==> src/rtl/button_cmd_arbiter_pkg.sv <==
// Shared definitions for the push-button command arbiter: button indices,
// command codes, FSM states and small priority helpers.
package button_cmd_arbiter_pkg;

  localparam int NUM_BTN = 5;

  // Bit positions in the button vector; lower index means higher priority.
  localparam int BTN_CLR   = 0;
  localparam int BTN_MODE  = 1;
  localparam int BTN_SHIFT = 2;
  localparam int BTN_INC   = 3;
  localparam int BTN_SS    = 4;

  typedef enum logic [2:0] {
    CMD_NONE  = 3'd0,
    CMD_CLR   = 3'd1,
    CMD_MODE  = 3'd2,
    CMD_SHIFT = 3'd3,
    CMD_INC   = 3'd4,
    CMD_SS    = 3'd5
  } cmd_code_e;

  typedef enum logic [1:0] {
    IDLE     = 2'd0,
    ARM      = 2'd1,
    REPEAT   = 2'd2,
    WAIT_REL = 2'd3
  } state_e;

  // Isolates the highest-priority (lowest-index) pressed button.
  function automatic logic [NUM_BTN-1:0] lowest_set(input logic [NUM_BTN-1:0] v);
    return v & (~v + NUM_BTN'(1));
  endfunction

  // Button index i maps to command code i+1.
  function automatic cmd_code_e code_of(input logic [NUM_BTN-1:0] onehot);
    cmd_code_e c;
    c = CMD_NONE;
    for (int i = NUM_BTN - 1; i >= 0; i--) begin
      if (onehot[i]) c = cmd_code_e'(3'(i + 1));
    end
    return c;
  endfunction

endpackage

==> src/rtl/button_cmd_arbiter_btn_sync.sv <==
// Multi-flop synchronizer for the raw button vector, cleared by synchronous reset.
module button_cmd_arbiter_btn_sync
  import button_cmd_arbiter_pkg::*;
#(
  parameter int SYNC_STAGES = 2,
  parameter int WIDTH       = NUM_BTN
) (
  input  logic             clk,
  input  logic             reset,
  input  logic [WIDTH-1:0] raw,
  output logic [WIDTH-1:0] synced
);

  logic [WIDTH-1:0] stage [SYNC_STAGES];

  always_ff @(posedge clk) begin
    if (reset) begin
      for (int i = 0; i < SYNC_STAGES; i++) stage[i] <= '0;
    end else begin
      stage[0] <= raw;
      for (int i = 1; i < SYNC_STAGES; i++) stage[i] <= stage[i-1];
    end
  end

  assign synced = stage[SYNC_STAGES-1];

endmodule

==> src/rtl/button_cmd_arbiter.sv <==
// Push-button front end: synchronizes five buttons, arbitrates by fixed
// priority, qualifies by hold time and emits one-cycle command strobes.
module button_cmd_arbiter
  import button_cmd_arbiter_pkg::*;
#(
  parameter int HOLD_CYCLES   = 15_000_000,
  parameter int REPEAT_CYCLES = 5_000_000,
  parameter int SYNC_STAGES   = 2
) (
  input  logic       clk,
  input  logic       reset,
  input  logic       btn_mode,
  input  logic       btn_clr,
  input  logic       btn_shift,
  input  logic       btn_inc,
  input  logic       btn_ss,
  output logic       cmd_mode,
  output logic       cmd_clr,
  output logic       cmd_shift,
  output logic       cmd_inc,
  output logic       cmd_ss,
  output logic [2:0] cmd_code,
  output logic       busy
);

  localparam int CNT_W  = $clog2(HOLD_CYCLES);
  localparam int RCNT_W = (REPEAT_CYCLES > 1) ? $clog2(REPEAT_CYCLES) : 1;
  localparam logic [CNT_W-1:0]  HOLD_LAST = CNT_W'(HOLD_CYCLES - 1);
  localparam logic [RCNT_W-1:0] REP_LAST  = RCNT_W'(REPEAT_CYCLES - 1);

  logic [NUM_BTN-1:0] raw;
  logic [NUM_BTN-1:0] s;

  assign raw[BTN_CLR]   = btn_clr;
  assign raw[BTN_MODE]  = btn_mode;
  assign raw[BTN_SHIFT] = btn_shift;
  assign raw[BTN_INC]   = btn_inc;
  assign raw[BTN_SS]    = btn_ss;

  button_cmd_arbiter_btn_sync #(
    .SYNC_STAGES (SYNC_STAGES),
    .WIDTH       (NUM_BTN)
  ) u_sync (
    .clk    (clk),
    .reset  (reset),
    .raw    (raw),
    .synced (s)
  );

  state_e             state, state_nxt;
  logic [NUM_BTN-1:0] win, win_nxt;
  logic [CNT_W-1:0]   cnt, cnt_nxt;
  logic [RCNT_W-1:0]  rcnt, rcnt_nxt;
  logic [NUM_BTN-1:0] strobe, strobe_nxt;
  cmd_code_e          code, code_nxt;

  // Strobes are registered, so a fire decided in cycle t0+HOLD-1 shows at t0+HOLD.
  always_comb begin
    state_nxt  = state;
    win_nxt    = win;
    cnt_nxt    = cnt;
    rcnt_nxt   = rcnt;
    strobe_nxt = '0;
    code_nxt   = code;
    case (state)
      IDLE: begin
        if (|s) begin
          win_nxt   = lowest_set(s);
          cnt_nxt   = CNT_W'(1);
          state_nxt = ARM;
        end
      end
      ARM: begin
        if (!(|(s & win))) begin
          cnt_nxt   = '0;
          state_nxt = IDLE;
        end else if (cnt == HOLD_LAST) begin
          strobe_nxt = win;
          code_nxt   = code_of(win);
          cnt_nxt    = '0;
          if (win[BTN_INC]) begin
            rcnt_nxt  = '0;
            state_nxt = REPEAT;
          end else begin
            state_nxt = WAIT_REL;
          end
        end else begin
          cnt_nxt = cnt + CNT_W'(1);
        end
      end
      REPEAT: begin
        if (!s[BTN_INC]) begin
          rcnt_nxt  = '0;
          state_nxt = WAIT_REL;
        end else if (rcnt == REP_LAST) begin
          strobe_nxt = win;
          rcnt_nxt   = '0;
        end else begin
          rcnt_nxt = rcnt + RCNT_W'(1);
        end
      end
      WAIT_REL: begin
        if (!(|s)) state_nxt = IDLE;
      end
      default: state_nxt = IDLE;
    endcase
  end

  always_ff @(posedge clk) begin
    if (reset) begin
      state  <= IDLE;
      win    <= '0;
      cnt    <= '0;
      rcnt   <= '0;
      strobe <= '0;
      code   <= CMD_NONE;
    end else begin
      state  <= state_nxt;
      win    <= win_nxt;
      cnt    <= cnt_nxt;
      rcnt   <= rcnt_nxt;
      strobe <= strobe_nxt;
      code   <= code_nxt;
    end
  end

  assign cmd_clr   = strobe[BTN_CLR];
  assign cmd_mode  = strobe[BTN_MODE];
  assign cmd_shift = strobe[BTN_SHIFT];
  assign cmd_inc   = strobe[BTN_INC];
  assign cmd_ss    = strobe[BTN_SS];
  assign cmd_code  = code;
  assign busy      = (state != IDLE);

endmodule

==> config.mk <==
export PLATFORM = sky130hd
export DESIGN_NAME = button_cmd_arbiter
export DESIGN_NICKNAME = d
export VERILOG_FILES = /design/src/rtl/button_cmd_arbiter_pkg.sv /design/src/rtl/button_cmd_arbiter_btn_sync.sv /design/src/rtl/button_cmd_arbiter.sv
export SDC_FILE = /design/constraint.sdc
export NUM_CORES = 1
export LEC_CHECK = 0
export BUFFER_PORTS_ARGS = -buffer_cell sky130_fd_sc_hd__buf_4
export CORE_MARGIN = 2
export CORE_UTILIZATION = 40
export DETAILED_ROUTE_END_ITERATION = 16
export PLACE_DENSITY = 0.66
export SETUP_SLACK_MARGIN = 0.15
export SLEW_MARGIN = 20
export SYNTH_ARGS = -nofsm -noshare
export SYNTH_HDL_FRONTEND = slang
export SYNTH_SLANG_ARGS = --single-unit
==> constraint.sdc <==
create_clock -name clk -period 2.1 [get_ports clk]
set_clock_uncertainty 0.15 [all_clocks]
set_input_delay 0.63 -clock clk [delete_from_list [all_inputs] [get_ports clk]]
set_output_delay 0.63 -clock clk [all_outputs]
set_load 0.005 [all_outputs]
# --- Word-level counts from Yosys, hierarchy flattened ---
# Memories as Yosys holds them, arrays and structs flattened.
# Cells that the tools add are included.
word_totals:
  inputBits: 7
  out_inout_bits: 9
  wordCells: 70
  regBits: 62
  mem_bits_rw: 10
  mem_count: 1
classes:
  add_sub_neg: 3
  bitwise_logic: 5
  mux: 32
  n_reduce_logical: 11
  n_eq_ne: 12
mem_list:
  columns: ["memory", "depth", "word_bits", "read_ports", "rd_clocked_by_memory_dff", "wr", "line", "text"]
  rows:
  - ["u_sync.stage", 2, 5, 2, 0, 2, "button_cmd_arbiter_btn_sync.sv:14", "logic [WIDTH-1:0] stage [SYNC_STAGES];"]
op_table:
  columns: ["op", "n"]
  rows:
  - ["2-to-1 mux 23 bit", 5]
  - ["2-to-1 mux 24 bit", 3]
  - ["case mux 24 bit (2 select lines)", 1]
  - ["case mux 23 bit (2 select lines)", 1]
  - ["2-to-1 mux 5 bit", 6]
  - ["adder 24 x 1 -> 24 bit, second input constant", 1]
  - ["equality test 24 bit, second input constant", 1]
  - ["adder 23 x 1 -> 23 bit, second input constant", 1]
  - ["equality test 23 bit, second input constant", 1]
  - ["2-to-1 mux 3 bit", 5]
  - ["!= test 2 bit, second input constant", 6]
  - ["AND 5 bit", 2]
  - ["2-to-1 mux 2 bit", 5]
  - ["case mux 5 bit (2 select lines)", 1]
  - ["OR reduction 5 bit", 2]
  - ["case mux 2 bit (4 select lines)", 1]
  - ["AND reduction 4 bit", 2]
  - ["nonzero test 2 bit", 3]
  - ["adder 5 x 1 -> 5 bit, second input constant", 1]
  - ["inverter 5 bit", 1]
  - ["equality test 2 bit, second input constant", 2]
  - ["2-to-1 mux 1 bit", 4]
  - ["AND reduction 2 bit", 2]
  - ["!= test 3 bit, second input constant", 1]
  - ["4 further kinds", 5]

# --- Depth between registers and ports, before layout ---
logic_depth:
  depth_word: 5
  ltp_mapped: 8
  mapped_depth_nobuf: 7

# --- By module ---
# From an unflattened synthesis, not the netlist that was laid out.
unflattened:
  hier_cells: 413
  area_unflattened_um2: 3452.1
by_module_without_submodules:
  columns: ["mod", "n_inst", "seq_area_each_um2", "area_each_um2", "cells_each"]
  rows:
  - ["button_cmd_arbiter", 1, 1241.2, 3151.8, 388]
  - ["button_cmd_arbiter_btn_sync", 1, 200.2, 300.3, 25]

# --- Least setup slack after synthesis ---
# Ideal clock, no wire load.
synth_timing:
  path_kind: "flip-flop to flip-flop"
  startpoint: "reg cnt[0]"
  endpoint: "reg rcnt[22]"
  stages_incl_launch_ff: 9
  required_time_ns: 1.825
  arrival_time_ns: 2.034
  setup_time_ns: 0.125
  slack_ns: -0.209
  synth_period_minus_slack_ns: 2.309
  cell_sequence: "dfxtp_1 ha_1 nand3_2 or4_1 buf_6 o31a_4 buf_6 a32oi_1 o41ai_1"
synth_via:
  elab_chain_len: 3
synth_rtl:
  columns: ["element", "line", "text"]
  rows:
  - ["start, declared", "button_cmd_arbiter.sv:52", "logic [CNT_W-1:0] cnt, cnt_nxt;"]
  - ["start signal, assigned", "button_cmd_arbiter.sv:120", "cnt <= cnt_nxt;"]
  - ["equality test 24 bit", "button_cmd_arbiter.sv:77", "end else if (cnt == HOLD_LAST) begin"]
  - ["!= test 2 bit (no source line)", null, null]
  - ["AND reduction 4 bit (no source line)", null, null]
  - ["end signal, assigned", "button_cmd_arbiter.sv:121", "rcnt <= rcnt_nxt;"]
  - ["end, declared", "button_cmd_arbiter.sv:53", "logic [RCNT_W-1:0] rcnt, rcnt_nxt;"]
# Every way passes these cells.
# A chain may end at the register's enable or synchronous reset.

# --- Final worst setup path ---
layout_timing:
  startpoint: "reg rcnt[7]"
  endpoint: "reg rcnt[22]"
layout_via:
  elab_chain_len: 4
  elab_cells_between_ends: 5
layout_rtl:
  columns: ["element", "line", "text"]
  rows:
  - ["adder 23 x 1 -> 23 bit / equality test 23 bit (equally long branches)", "button_cmd_arbiter.sv:99, button_cmd_arbiter.sv:95", null]
  - ["2-to-1 mux 23 bit *", "button_cmd_arbiter.sv:95", "end else if (rcnt == REP_LAST) begin"]
  - ["2-to-1 mux 23 bit *", "button_cmd_arbiter.sv:92", "if (!s[BTN_INC]) begin"]
  - ["case mux 23 bit (2 select lines) *", "button_cmd_arbiter.sv:65", "case (state)"]
# Every way passes the cells marked *; elsewhere a longest branch is shown, timed or not.

==> flow_summary.toml <==
[detailed_routing]
wl_mm = 10.7
drtIter0Drc = 141
routedWlPerCell_um = 16.5
final_antenna_net_count = 0
vias_per_cell = 5.85
drc_errors = 0
num_vias = 3782
firstDrtPassIters = 5

[layout]
register_area_um2 = 1460
multi_input_area_um2 = 2430
drive_above_1_share = 0.412
area_growth_syn_to_layout_pct = 47.6
nets = 547
post-route-util = 0.612
diodes = 0
nFillCells = 709

[timing]
fin_ws_ps = -57.4
worst_slew_pin_slew_ps = 575
finalCriticalPeriod_ps = 2160
maxClockFrequency_ghz = 0.464
hold_viol_final = 0
rsz0062_at_grt = "true"
tns_ps = -1340
final-setup-viol-count = 41
drv_slew = 0
post-route-period-util = 1.03
slew_headroom = 0.613

[global_route]
grt_usage = 0.206
grt-ovfl-total = 0
grt_max_degree = 50
grt_pass1_vias = 3523
grt_pass1_wl_mm = 16.6
antenna_found_initial = 0

[floorplanning]
die-area_um2 = 9860
rows = 34
initial_core_util = 0.414
core_area_um2 = 8760
die_w_um = 99.3
die_y_um = 99.3
io-pin-count = 16

[min_path]
hold_class = "register to register"
hold-path-cell-count = 1
holdCritStartpoint = "u_sync.stage[0][0]"
min_to = "u_sync.stage[0][5]"

[worst_setup_path]
crit_arrival_ps = 2240
start_kind = "register"
crit_type = "register to register"
critPathBufInv = 2
r2r_end = "rcnt[22]"
cpMaxStageDelayCell = "or4b_4"
r2r-start = "rcnt[7]"
slowest_delay_ps = 540
critPathTopFamily = "simple AND/OR/NAND/NOR gates"
crit_top_cell = "buf_4"
critPathRequiredTime_ps = 2190
r2r_cells = 7
path_cells = "or4b_4 -> nor4_4 -> buf_4 -> a211oi_4 -> buf_4 -> a32oi_1 -> o41ai_2"
worst-path-max-fanout = 7
startpoint = "rcnt[7]"
reg2reg_slack_ps = -60
crit_path_end_kind = "register"

[status]
status = "finished with violations"
failed_checks = "setup timing"

[clock_network]
cts_tree = "done"
clkTransAtPathRegs_ps = 80
cts.path.max_buffers = 2
clock-root-buffer = "clkbuf_8"
h-tree-depth = 3
clock_latency_ps = 350
cts_sinks = 72
cts_buffers = 9

[pwr]
totalPowerFinal_mw = 3.17
ir_drop_mv = 0.424
pwr_density_cell_nw_per_um2 = 591
power_leakage_nw = 1.99

[logic_synthesis]
synth_edf_count = 0
ys_seq_area_frac = 0.397
async_reset_ff_frac = 0
syn_nets = 440
yosysMostFrequentCell = "dfxtp_1"
synthDistinctLibCells = 64
avgSynthCellArea_um2 = 8.50
syn_area_um2 = 3630
netlist_instances = 427
yosysTopAreaCell = "dfxtp_1"
synth_warnings = 0
synth.top_cell.area_share = 0.397
yosys-top-cells-count = "dfxtp_1, nor2_1, nand2_1, nand3_1, a21oi_1"
ys_ff_latch = 72
synth_ff_type = "dfxtp_1"
synthTopCellsByArea = "dfxtp_1, xor2_1, nor2_1"

[flow_run]
drv_cap = 0

[place]
routabilityCongestion = 0.825
detailed_place_hpwl_mm = 6.39
io_buffers = 15
==> state kept, by name (all words and copies together), names as in the netlist, named ones only <==
name          flops
u_sync.stage     10
cnt              24
win               5
state             1
strobe            5
rcnt             23
cmd_code          3
==> cells by family (layout without fill, tap and decap cells) <==
group	Yosys count	count (layout)	synth area share
and+or+nand+nor	202	202	0.299
AOI/OAI and AO/OA	90	90	0.186
DFF	72	72	0.397
buffers and inverters	36	148	0.0462
xor gates and xnor gates	19	19	0.0458
adders and majority gates	6	6	0.0207
muxes	2	2	0.00551
==> worst max path at each step <==
stage	end	slack [ps]	depth (start not counted)
detailed placement	strobe[1]	-110	7
floorplan	rcnt[22]	-30	8
global placement	strobe[3]	-80	6
finish	rcnt[22]	-60	7
global route	rcnt[22]	-140	7
CTS	rcnt[22]	-40	6
==> cells in the final DEF, fill, tap and decap left out, types with 9 or more instances in the layout <==
cell / count
inv_1: 16
nand4_1: 20
o32ai_2: 9
nor2b_1: 12
nand3_1: 21
xor2_1: 18
clkbuf_8: 10
dfxtp_1: 63
buf_6: 15
a21oi_1: 14
and2_1: 9
nor2_1: 31
nand2_1: 39
or3_1: 10
buf_4: 89
==> timing repair <==
action                                  in CTS  in global routing
cloned                                       2                  1
buffers inserted                            11                  8
endpoints found under the setup margin      57                 57
hold buffers                                 0                  0
pin swaps                                   13                 10
hold endpoints to repair                     0                  0
gates resized for setup                     50                 53
==> cell type report <==
| cell class | instances | share of cell area |
|---|---|---|
| multi-input combinational | 319 | 0.453 |
| tap | 108 | 0.0252 |
| timing repair buffer | 112 | 0.189 |
| sequential | 72 | 0.272 |
| clock inverter | 5 | 0.0194 |
| inverter | 20 | 0.0149 |
| clock buffer | 11 | 0.0264 |
==> metal layers <==
metal / up-vias / track usage / wire length [um]
li1: 1795 / - / -
met1: 1846 / 0.272 / 4640
met2: 110 / 0.339 / 5320
met3: 31 / 0.0415 / 469
met4: 0 / 0.0695 / 231
met5: - / 0 / 0
==> power breakdown <==
group          leakage (nW)  internal [mW]  switching, mW
registers             0.588           1.39         0.0240
clock network         0.124          0.822          0.531
logic                  1.28          0.197          0.205
total                  1.99           2.41          0.759
==> per-stage QoR <==
step	instance area [um^2]	instances	setup WS [ps]	hold WS, ps
floorplan	3690	427	-27.8	264
finish	5360	647	-57.4	295
detailed placement	4440	609	-114	275
global route	5360	647	-140	319
global placement	4440	609	-84.6	269
CTS	5030	638	-41.5	296
No activity file was read; power rests on OpenSTA's default activity.
